## src/rtl/fetch_sequencer.sv

```systemverilog
// Instruction-fetch controller: sequences 1/2/3-byte opcode fetches, drives PC load/increment and hands ir/operand to execute.
// Optional interrupt entry at instruction boundaries is compiled in with `define FETCH_IRQ_EN.
module fetch_sequencer #(
  parameter int                 ADDR_W    = 16,
  parameter logic [ADDR_W-1:0]  RESET_VEC = ADDR_W'(16'h0000),
  parameter logic [ADDR_W-1:0]  IRQ_VEC   = ADDR_W'(16'h00F0)
) (
  input  logic              clk,
  input  logic              rst_n,
  input  logic              run,
  input  logic [ADDR_W-1:0] pc_in,
  output logic              pc_ld,
  output logic [ADDR_W-1:0] pc_ld_val,
  output logic              pc_inc,
  output logic              mem_req,
  input  logic              mem_ack,
  input  logic [7:0]        mem_rdata,
  output logic [7:0]        ir,
  output logic [15:0]       operand,
  output logic              instr_valid,
  input  logic              exec_done,
  input  logic              jump_req,
  input  logic [ADDR_W-1:0] jump_addr,
  input  logic              halt,
`ifdef FETCH_IRQ_EN
  input  logic              irq,
  output logic              irq_ack,
  output logic [ADDR_W-1:0] ret_pc,
`endif
  output logic              halted,
  output logic [15:0]       retired_cnt
);

  // state  | meaning
  // BOOT   | after reset; one cycle later pulses pc_ld with RESET_VEC
  // IDLE   | waiting for run
  // FETCH  | reading the opcode byte
  // OPR_LO | reading operand low byte
  // OPR_HI | reading operand high byte (3-byte opcodes only)
  // ISSUE  | ir/operand valid, waiting for exec_done
  // HALT   | stopped until reset
  typedef enum logic [2:0] {
    S_BOOT,
    S_IDLE,
    S_FETCH,
    S_OPR_LO,
    S_OPR_HI,
    S_ISSUE,
    S_HALT
  } state_t;

  state_t state, state_nxt;
  logic   boot_armed;
  logic   is3;
  logic   ack;
  logic   in_fetch;
  logic   take_irq;

  assign ack      = mem_req & mem_ack;
  assign in_fetch = (state == S_FETCH) || (state == S_OPR_LO) || (state == S_OPR_HI);

`ifdef FETCH_IRQ_EN
  assign take_irq = (state == S_ISSUE) & exec_done & ~halt & irq;
  assign irq_ack  = take_irq;
`else
  logic unused_pc;
  assign take_irq  = 1'b0;
  assign unused_pc = ^pc_in;
`endif

  assign instr_valid = (state == S_ISSUE);
  assign halted      = (state == S_HALT);

  always_comb begin
    state_nxt = state;
    pc_ld     = 1'b0;
    pc_ld_val = RESET_VEC;
    pc_inc    = 1'b0;
    case (state)
      S_BOOT: begin
        if (boot_armed) begin
          pc_ld     = 1'b1;
          state_nxt = S_IDLE;
        end
      end
      S_IDLE: begin
        if (run) state_nxt = S_FETCH;
      end
      S_FETCH: begin
        if (ack) begin
          pc_inc    = 1'b1;
          state_nxt = (mem_rdata[7:6] == 2'b00) ? S_ISSUE : S_OPR_LO;
        end
      end
      S_OPR_LO: begin
        if (ack) begin
          pc_inc    = 1'b1;
          state_nxt = is3 ? S_OPR_HI : S_ISSUE;
        end
      end
      S_OPR_HI: begin
        if (ack) begin
          pc_inc    = 1'b1;
          state_nxt = S_ISSUE;
        end
      end
      S_ISSUE: begin
        if (exec_done) begin
          if (halt) begin
            state_nxt = S_HALT;
          end else if (take_irq) begin
            // interrupt entry wins over any jump redirect and ignores run
            pc_ld     = 1'b1;
            pc_ld_val = IRQ_VEC;
            state_nxt = S_FETCH;
          end else begin
            if (jump_req) begin
              pc_ld     = 1'b1;
              pc_ld_val = jump_addr;
            end
            state_nxt = run ? S_FETCH : S_IDLE;
          end
        end
      end
      S_HALT: begin
        state_nxt = S_HALT;
      end
      default: begin
        state_nxt = S_BOOT;
      end
    endcase
  end

  always_ff @(posedge clk or negedge rst_n) begin
    if (!rst_n) begin
      state      <= S_BOOT;
      boot_armed <= 1'b0;
      mem_req    <= 1'b0;
    end else begin
      state      <= state_nxt;
      boot_armed <= (state == S_BOOT);
      // request is registered off the current state, so each byte read starts
      // one cycle after entering its state and always leaves a gap after an ack
      mem_req    <= in_fetch & ~ack;
    end
  end

  always_ff @(posedge clk or negedge rst_n) begin
    if (!rst_n) begin
      ir      <= 8'h00;
      operand <= 16'h0000;
      is3     <= 1'b0;
    end else if (ack) begin
      if (state == S_FETCH) begin
        ir      <= mem_rdata;
        operand <= 16'h0000;
        is3     <= mem_rdata[7];
      end else if (state == S_OPR_LO) begin
        operand[7:0] <= mem_rdata;
      end else if (state == S_OPR_HI) begin
        operand[15:8] <= mem_rdata;
      end
    end
  end

  always_ff @(posedge clk or negedge rst_n) begin
    if (!rst_n) begin
      retired_cnt <= 16'h0000;
    end else if ((state == S_ISSUE) && exec_done) begin
      retired_cnt <= retired_cnt + 16'd1;
    end
  end

`ifdef FETCH_IRQ_EN
  always_ff @(posedge clk or negedge rst_n) begin
    if (!rst_n) begin
      ret_pc <= '0;
    end else if (take_irq) begin
      ret_pc <= jump_req ? jump_addr : pc_in;
    end
  end
`endif

endmodule

```

## config.mk

```make
export PLATFORM = sky130hd
export DESIGN_NAME = fetch_sequencer
export DESIGN_NICKNAME = d
export VERILOG_FILES = /design/src/rtl/fetch_sequencer.sv
export SDC_FILE = /design/constraint.sdc
export NUM_CORES = 1
export LEC_CHECK = 0
export CAP_MARGIN = 20
export CORE_UTILIZATION = 35
export CTS_BUF_LIST = sky130_fd_sc_hd__clkbuf_4
export CTS_CLUSTER_DIAMETER = 200
export DETAILED_ROUTE_END_ITERATION = 16
export PLACE_DENSITY = 0.73
export SETUP_SLACK_MARGIN = 0.02
export SKIP_CTS_REPAIR_TIMING = 1
export SLEW_MARGIN = 20
export SYNTH_ARGS = -nofsm -noshare
export SYNTH_HDL_FRONTEND = slang
export SYNTH_SLANG_ARGS = --single-unit
```

## constraint.sdc

```tcl
create_clock -name clk -period 1.89 [get_ports clk]
set_input_delay 0.2835 -clock clk [delete_from_list [all_inputs] [get_ports clk]]
set_output_delay 0.2835 -clock clk [all_outputs]
set_load 0.02 [all_outputs]
```

==> results of run 1 <==
[logic make-up after synthesis]
logic type / synth area share, %
compound gates: 7.06
xor+xnor: 6.59
fa+ha+maj: 0.588
buf+inv: 3.83
flops: 53.0
mux: 4.24
simple gates: 24.7
[synth_stat cells (all sizes together), types with 2 or more instances]
| cell | count | area share [%] |
|---|---|---|
| dfrtp | 45 | 53 |
| nor2b | 2 | 0.59 |
| buf | 6 | 1.5 |
| nor4 | 2 | 1.6 |
| a21o | 2 | 0.71 |
| nand2 | 29 | 5.1 |
| and2 | 17 | 5.0 |
| nor3 | 5 | 1.4 |
| mux2 | 8 | 4.2 |
| and3 | 2 | 0.59 |
| nand3 | 15 | 3.5 |
| inv | 9 | 1.6 |
| nor2 | 11 | 1.9 |
| xor2 | 6 | 2.5 |
| xnor2 | 10 | 4.1 |
| nor3b | 2 | 1.2 |
| a21oi | 3 | 0.71 |
| clkbuf | 4 | 0.76 |
| o21ai | 19 | 4.5 |
[final timing paths]
path / start / depth (start not counted) / slack (ns) / endpoint
worst min-delay path: rst_n / 2 / 0.43 / state[0]
worst max-delay path: state[2] / 7 / -0.13 / pc_ld_val[5]
worst max register to register: state[2] / 6 / 0.19 / ir[7]
min in group clk: retired_cnt[15] / 1 / 0.49 / retired_cnt[15]
worst min register to register: retired_cnt[15] / 1 / 0.49 / retired_cnt[15]
max in group asynchronous: rst_n / 3 / 0.95 / retired_cnt[11]
[worst max-delay path, stage by stage (launching register included)]
cell      delay, ns
dfrtp_1        0.39
buf_6          0.11
nand4b_4       0.11
nor3b_4        0.29
buf_4          0.16
buf_6          0.10
and2_4         0.14
buf_6          0.10
[sequential cells by signal, summed over array words and instances, names as in the netlist]
signal	count
state	3
ir	8
boot_armed	1
mem_req	1
retired_cnt	16
operand	16
[routing by layer]
layer / track usage, % / up-vias / wire [um]
met5: 0 / - / 0
met2: 26.7 / 49 / 2520
li1: - / 917 / -
met4: 4.29 / 0 / 24
met3: 4.46 / 2 / 251
met1: 19.6 / 891 / 2230
[through the flow]
step / TNS [ns] / instance area, um^2
2_1_floorplan: 0 / 2130
3_3_place_gp: -7.01 / 3220
3_5_place_dp: -7.58 / 3220
4_1_cts: -8.74 / 3300
5_1_grt: -2.69 / 3430
6_report: -1.18 / 3430
[final cells by class]
| cell class | count | area [um^2] | area share (%) |
|---|---|---|---|
| Sequential cell | 45 | 1130 | 32.8 |
| Timing Repair Buffer | 114 | 1120 | 32.8 |
| Multi-Input combinational cell | 145 | 968 | 28.2 |
| Tap cell | 75 | 93.8 | 2.74 |
| Clock inverter | 3 | 46.3 | 1.35 |
| Clock buffer | 5 | 37.5 | 1.09 |
| Inverter | 9 | 33.8 | 0.985 |
[power groups by stage]
| stage | sequential [mW] | combinational [mW] | clock [mW] |
|---|---|---|---|
| 6_report | 1.45 | 1.89 | 0.593 |
| 5_1_grt | 1.50 | 2.05 | 0.641 |
| 4_1_cts | 1.46 | 1.87 | 0.617 |
| 3_5_place_dp | 1.48 | 1.86 | 0 |
| 3_3_place_gp | 1.48 | 1.84 | 0 |
| 2_1_floorplan | 1.79 | 0.669 | 0 |
==> reports/metrics.cfg, run 1 <==
[status]
outcome = finished, violations left
violations = negative setup slack

[yosys]
synth_area_um2 = 2130
ys_ff_latch = 45
synth_flop_cell = dfrtp_1
yosysWarnings = 0
syn_nets = 257
synth_edf_count = 0
synth_area_per_cell_um2 = 10.2
syn_inst = 209
async_reset_ff_share_pct = 100
yosysSeqAreaShare_pct = 53.0
synth_cell_types = 36

[die]
fp.dieH_um = 79.9
die_area_um2 = 6390
fp.dieW_um = 79.9
core_area_um2 = 5890
num_rows = 28
initial_core_util_pct = 36.1
ios = 108

[layout]
antenna_cells = 0
final_cell_mix = clkdlybuf4s50_1, dfrtp_1, nand2_1
final_common_cell = clkdlybuf4s50_1
n_fill_cell = 520
final_cell_count_no_fill = 396
drive_above_1_share_pct = 24.6
postLayoutCoreUtil_pct = 58.3
nNetsFinal = 368
area_growth_pct = 61.3

[pwr]
comb_power_share_pct = 48.0
power.internal_mw = 2.48
p_seq_share_pct = 37.0
ir_drop_mv = 0.852
finalPower_mw = 3.94
power-per-cell-area_nw_per_um2 = 1150
clockPowerShare_pct = 15.1
power_switching_mw = 1.45
switching_share_pct = 36.9
leakage_nw = 1.61

[run]
max-cap-violations = 0

[route]
ant_nets = 0
dr.pass1.iters = 4
totalWireLength_mm = 5.03
drt_iter0_drc = 51
drc = 0
vias = 1859
wl_per_cell_um = 12.7
vias_per_cell = 4.69

[global_routing]
grt_pass1_vias = 1713
grt_overflow_total = 0
antenna_found_initial = 0
grt_max_degree = 26
track_usage_pct = 15.8
grt_pass1_wl_mm = 7.92

[timing]
setup_viol = 17
layout_setup_ws_ns = -0.132
rsz0062_at_grt = true
final_max_slew_viol_count = 0
skew_ns = 0.0156
max_freq_mhz = 495
fin_crit_ns = 2.02
max-slew-margin-rel_pct = 66.0
hold_ws_ns = 0.426
layout_worst_path_cycle_share_pct = 107
finalHoldViolations = 0
worstMarginPinSlew_ns = 0.509

[placement]
numPortBuffers = 91
dpl.hpwl_mm = 3.65
placed_cells = 382
gp_congestion = 0.779
pre_cts_ws_ns = -0.464

[critical_path]
cp.required_ns = 1.61
crit_type = reg2out
crit_path_end_kind = primary output
cp-start-kind = register
path_max_fanout = 4
arrival_ns = 1.74

[clock_network]
cts_tree = done
cts.path.max_buffers = 2
cts_max_level = 2
root_buffer = clkbuf_4
cts_made_buffers = 5
clk_pin_slew_ns = 0.14
clock_sinks = 45
insertion_delay_ns = 0.35

[worst_hold_path]
holdCritPathClass = in2async

Power figures use the tool's default switching activity.
==> run 2: changes to the inputs <==
clock period = 2.2 ns   (was 1.89 ns; I/O delays follow)
==> reports/metrics.cfg, run 2 (synthesis gave the netlist of run 1 again) <==
[timing]
layout_worst_path_cycle_share_pct = 94.7
worstMarginPinSlew_ns = 0.601  ; +0.0915 ns
setup_viol = 0  ; -17
rsz0062_at_grt = false
fin_crit_ns = 2.08
max_freq_mhz = 480
final_max_slew_viol_count = 0  ; unchanged
layout_setup_ws_ns = 0.116  ; +0.247 ns
max-slew-margin-rel_pct = 59.9  ; -6.1 points
skew_ns = 0.0104  ; -0.00515 ns
finalHoldViolations = 0  ; unchanged
fin_setup_tns_ns = 0  ; +1.18 ns
hold_ws_ns = 0.491  ; +0.0647 ns

[route]
ant_nets = 0  ; unchanged
vias_per_cell = 4.65  ; -0.96%
vias = 1790  ; -3.7%
dr.pass1.iters = 5  ; +1
wl_per_cell_um = 12.8  ; +0.47%
totalWireLength_mm = 4.92  ; -2.3%
drc = 0  ; unchanged
drt_iter0_drc = 61  ; +20%

[layout]
area_growth_pct = 54.2
final_cell_mix = clkdlybuf4s50_1, dfrtp_1, nand2_1
final_cell_count_no_fill = 385  ; -2.8%
drive_above_1_share_pct = 10.3  ; -14 points
reg_top3 = operand: 16 flops, retired_cnt: 16 flops, ir: 8 flops
final_common_cell = clkdlybuf4s50_1
nNetsFinal = 357  ; -3.0%
postLayoutCoreUtil_pct = 55.7  ; -2.6 points
n_fill_cell = 518  ; -0.38%
antenna_cells = 0  ; unchanged

[global_routing]
grt_pass1_wl_mm = 7.82  ; -1.3%
antenna_found_initial = 0  ; unchanged
grt_overflow_total = 0  ; unchanged
track_usage_pct = 15.6  ; -0.20 points
grt_max_degree = 24  ; -7.7%
grt_pass1_vias = 1654  ; -3.4%

[placement]
gp_congestion = 0.731  ; -6.2%
placed_cells = 376  ; -1.6%
numPortBuffers = 91  ; unchanged
pre_cts_ws_ns = -0.251  ; +0.213 ns
dpl.hpwl_mm = 3.59  ; -1.4%

[die]
ios = 108  ; unchanged
initial_core_util_pct = 36.1  ; unchanged
num_rows = 28  ; unchanged
fp.dieH_um = 79.9  ; unchanged
fp.dieW_um = 79.9  ; unchanged
core_area_um2 = 5890  ; unchanged
die_area_um2 = 6390  ; unchanged

[critical_path]
worstPathCellList = clkdlybuf4s50_1, nand4b_4, nor3b_2, buf_4, and2_1, dlymetal6s2s_1
crit_path_end_kind = primary output
arrival_ns = 1.75  ; about the same
crit_type = in2out
path_max_fanout = 17  ; +13
cp.required_ns = 1.87  ; +0.26 ns
cp_slowest_cell = clkdlybuf4s50_1
cp-start-kind = primary input
max_stage_delay_ns = 0.52  ; +0.13 ns

[clock_network]
root_buffer = clkbuf_4
cts_made_buffers = 5  ; unchanged
clock_sinks = 45  ; unchanged
clk_pin_slew_ns = 0.12  ; -0.02 ns
insertion_delay_ns = 0.34  ; about the same
cts_tree = done
cts_max_level = 2  ; unchanged
cts.path.max_buffers = 2  ; unchanged

[pwr]
ir_drop_mv = 0.809  ; -5.0%
leakage_nw = 1.76  ; +9.5%
power-per-cell-area_nw_per_um2 = 969  ; -16%

[status]
outcome = finished, final reports clean

[worst_hold_path]
holdCritPathClass = reg2reg

[run]
max-cap-violations = 0  ; unchanged

## run 2: where the power goes
part | total, mW | leakage (nW) | internal [mW] | switching [mW]
Combinational | 1.55 | 1.16 | 0.754 | 0.796
Clock | 0.369 | 0.0300 | 0.116 | 0.253
Sequential | 1.26 | 0.575 | 1.09 | 0.165
## run 2: layout make-up
class	instances	area, um^2	share of cell area [%]
Timing Repair Buffer	103	1060	32.2
Clock inverter	3	12.5	0.382
Tap cell	75	93.8	2.86
Inverter	9	33.8	1.03
Multi-Input combinational cell	145	918	28.0
Clock buffer	5	37.5	1.15
Sequential cell	45	1130	34.4
## run 2: worst max-delay path, delay by kind of cell
kind,cells,cell delay [ns]
buffers and inverters,3,0.97
AND/OR/NAND/NOR,3,0.45
## run 2: routing by layer
metal | track usage [%] | vias to the layer above | share of wire [%]
met3 | 4.00 | 5 | 4.7
met4 | 4.29 | 0 | 0.75
met1 | 21.6 | 848 | 47
met2 | 23.8 | 44 | 48
li1 | - | 893 | -
met5 | 0 | - | 0
## run 2: worst paths after layout
check	start	depth (start not counted)	end	slack, ns
hold reg to reg	retired_cnt[15]	1	retired_cnt[15]	0.49
min in group asynchronous	rst_n	2	retired_cnt[9]	0.50
setup reg to reg	state[2]	5	ir[7]	0.54
max in group asynchronous	rst_n	3	retired_cnt[12]	1.18
hold / removal	retired_cnt[15]	1	retired_cnt[15]	0.49
setup / recovery	exec_done	6	pc_ld_val[5]	0.12
## run 2: stage by stage
step                      total power, mW  area [um^2]
after floorplan                      2.11         2130
after global placement               2.80         3170
after detailed placement             2.83         3170
after CTS                            3.21         3220
after global routing                 3.39         3280
final                                3.18         3280
==> run 3: changes to the inputs <==
CORE_MARGIN = 4   (was default)
SLEW_MARGIN = default   (was 20)
==> reports/metrics.cfg, run 3 (synthesis gave the netlist of run 1 again) <==
[status]
outcome = finished, final reports clean

[route]
drt_iter0_drc = 45  ; -26%
vias_per_cell = 4.63  ; -0.41%
vias = 1778  ; -0.67%
wl_per_cell_um = 12.8  ; about the same
dr.pass1.iters = 4  ; -1
drc = 0  ; unchanged
totalWireLength_mm = 4.90  ; -0.22%
ant_nets = 0  ; unchanged

[placement]
dpl.hpwl_mm = 3.72  ; +3.4%
gp_congestion = 0.754  ; +3.1%
numPortBuffers = 91  ; unchanged

[global_routing]
antenna_found_initial = 0  ; unchanged
grt_pass1_vias = 1786  ; +8.0%
track_usage_pct = 13.9  ; -1.6 points
grt_max_degree = 46  ; +92%
grt_overflow_total = 0  ; unchanged
grt_pass1_wl_mm = 8.34  ; +6.7%

[critical_path]
path_max_fanout = 17  ; unchanged
cp-start-kind = primary input
crit_path_end_kind = primary output
max_stage_delay_ns = 0.55  ; +0.03 ns
worstPathCellList = clkdlybuf4s50_1, nand4b_4, nor3b_2, buf_4, a21o_1, dlymetal6s2s_1
cp.required_ns = 1.87  ; about the same
crit_type = in2out
arrival_ns = 1.71  ; -0.04 ns
cp_slowest_cell = clkdlybuf4s50_1

[layout]
drive_above_1_share_pct = 16.2  ; +5.9 points
nNetsFinal = 356  ; -0.28%
n_fill_cell = 549  ; +6.0%
register_area_um2 = 1130  ; unchanged
postLayoutCoreUtil_pct = 53.6  ; -2.1 points
reg_top3 = operand: 16 flops, retired_cnt: 16 flops, ir: 8 flops
multi_input_area_um2 = 918  ; unchanged
final_cell_mix = clkdlybuf4s50_1, dfrtp_1, nand2_1
antenna_cells = 0  ; unchanged
area_growth_pct = 49.4
final_common_cell = clkdlybuf4s50_1

[die]
core_area_um2 = 5920  ; +0.60%
fp.dieH_um = 85.9  ; +7.5%
fp.dieW_um = 85.9  ; +7.5%
num_rows = 28  ; unchanged
die_area_um2 = 7380  ; +16%
ios = 108  ; unchanged
initial_core_util_pct = 35.9  ; -0.21 points

[clock_network]
cts.path.max_buffers = 2  ; unchanged
clock_sinks = 45  ; unchanged
insertion_delay_ns = 0.37  ; +0.03 ns
cts_max_level = 2  ; unchanged
cts_made_buffers = 5  ; unchanged
cts_tree = done
root_buffer = clkbuf_4
clk_pin_slew_ns = 0.15  ; +0.03 ns

[pwr]
power.internal_mw = 2.08  ; +6.3%
power-per-cell-area_nw_per_um2 = 1050  ; +8.1%
p_seq_share_pct = 37.6  ; -2.0 points
leakage_nw = 1.53  ; -13%
switching_share_pct = 37.3  ; -0.93 points
ir_drop_mv = 0.610  ; -25%
clockPowerShare_pct = 16.1  ; +4.5 points
comb_power_share_pct = 46.3  ; -2.5 points
power_switching_mw = 1.24  ; +2.1%

[timing]
worstMarginPinSlew_ns = 0.595  ; -0.00619 ns
finalHoldViolations = 0  ; unchanged
rsz0062_at_grt = false
max-slew-margin-rel_pct = 60.4  ; +0.41 points
max_freq_mhz = 490  ; +2.1%
fin_crit_ns = 2.04  ; -0.0426 ns
setup_viol = 0  ; unchanged
final_max_slew_viol_count = 0  ; unchanged
hold_ws_ns = 0.0255  ; -0.465 ns
layout_worst_path_cycle_share_pct = 92.8  ; -1.9 points
skew_ns = 0.0154  ; +0.00499 ns

[run]
max-cap-violations = 0  ; unchanged

[worst_hold_path]
holdCritPathClass = in2async

[run 3: path summary, 6_finish.rpt]
path / start / endpoint / slack, ns / cells past startpoint
hold / removal: rst_n / operand[5] / 0.03 / 2
setup / recovery: exec_done / pc_ld / 0.16 / 6
hold reg to reg: retired_cnt[15] / retired_cnt[15] / 0.48 / 1
setup reg to reg: state[2] / operand[7] / 0.54 / 5
max in group asynchronous: rst_n / state[2] / 1.80 / 2
min in group clk: retired_cnt[15] / retired_cnt[15] / 0.48 / 1
[run 3: metal layers]
metal / GRT usage [%] / up-vias / part of all wire, %
li1: - / 893 / -
met1: 17.7 / 836 / 42
met2: 21.9 / 40 / 50
met3: 4.61 / 9 / 6.7
met4: 5.47 / 0 / 1.4
met5: 0 / - / 0
[run 3: final cells by class]
class,count,area share (%)
flip-flops and latches,45,35.5
multi-input cells,145,28.9
repair buffers,102,28.9
well taps,75,2.96
clock inverters,3,1.50
clock buffers,5,1.18
inverters,9,1.06
[run 3: metrics by stage]
step           power (mW)  cell area, um^2  setup slack, ns  std cells  TNS (ns)
6_report             3.32             3180            0.158        384         0
5_1_grt              3.57             3180           0.0349        384         0
4_1_cts              3.38             3250           -0.295        384     -4.91
3_5_place_dp         2.83             3160           -0.295        376     -4.71
3_3_place_gp         2.81             3160           -0.271        376     -4.39
2_1_floorplan        2.11             2130            0.408        209         0
[run 3: power groups by stage]
stage | combinational, mW | sequential, mW | clock [mW]
after floorplan | 0.575 | 1.54 | 0
after global placement | 1.54 | 1.27 | 0
after detailed placement | 1.56 | 1.27 | 0
after CTS | 1.57 | 1.26 | 0.554
after global routing | 1.68 | 1.29 | 0.590
final | 1.54 | 1.25 | 0.535
[run 3: worst max-delay path: cells and delay by family]
family / cells / cell delay [ns]
AO/OA/AOI/OAI: 1 / 0.10
buffers and inverters: 3 / 0.98
AND/OR/NAND/NOR: 2 / 0.31
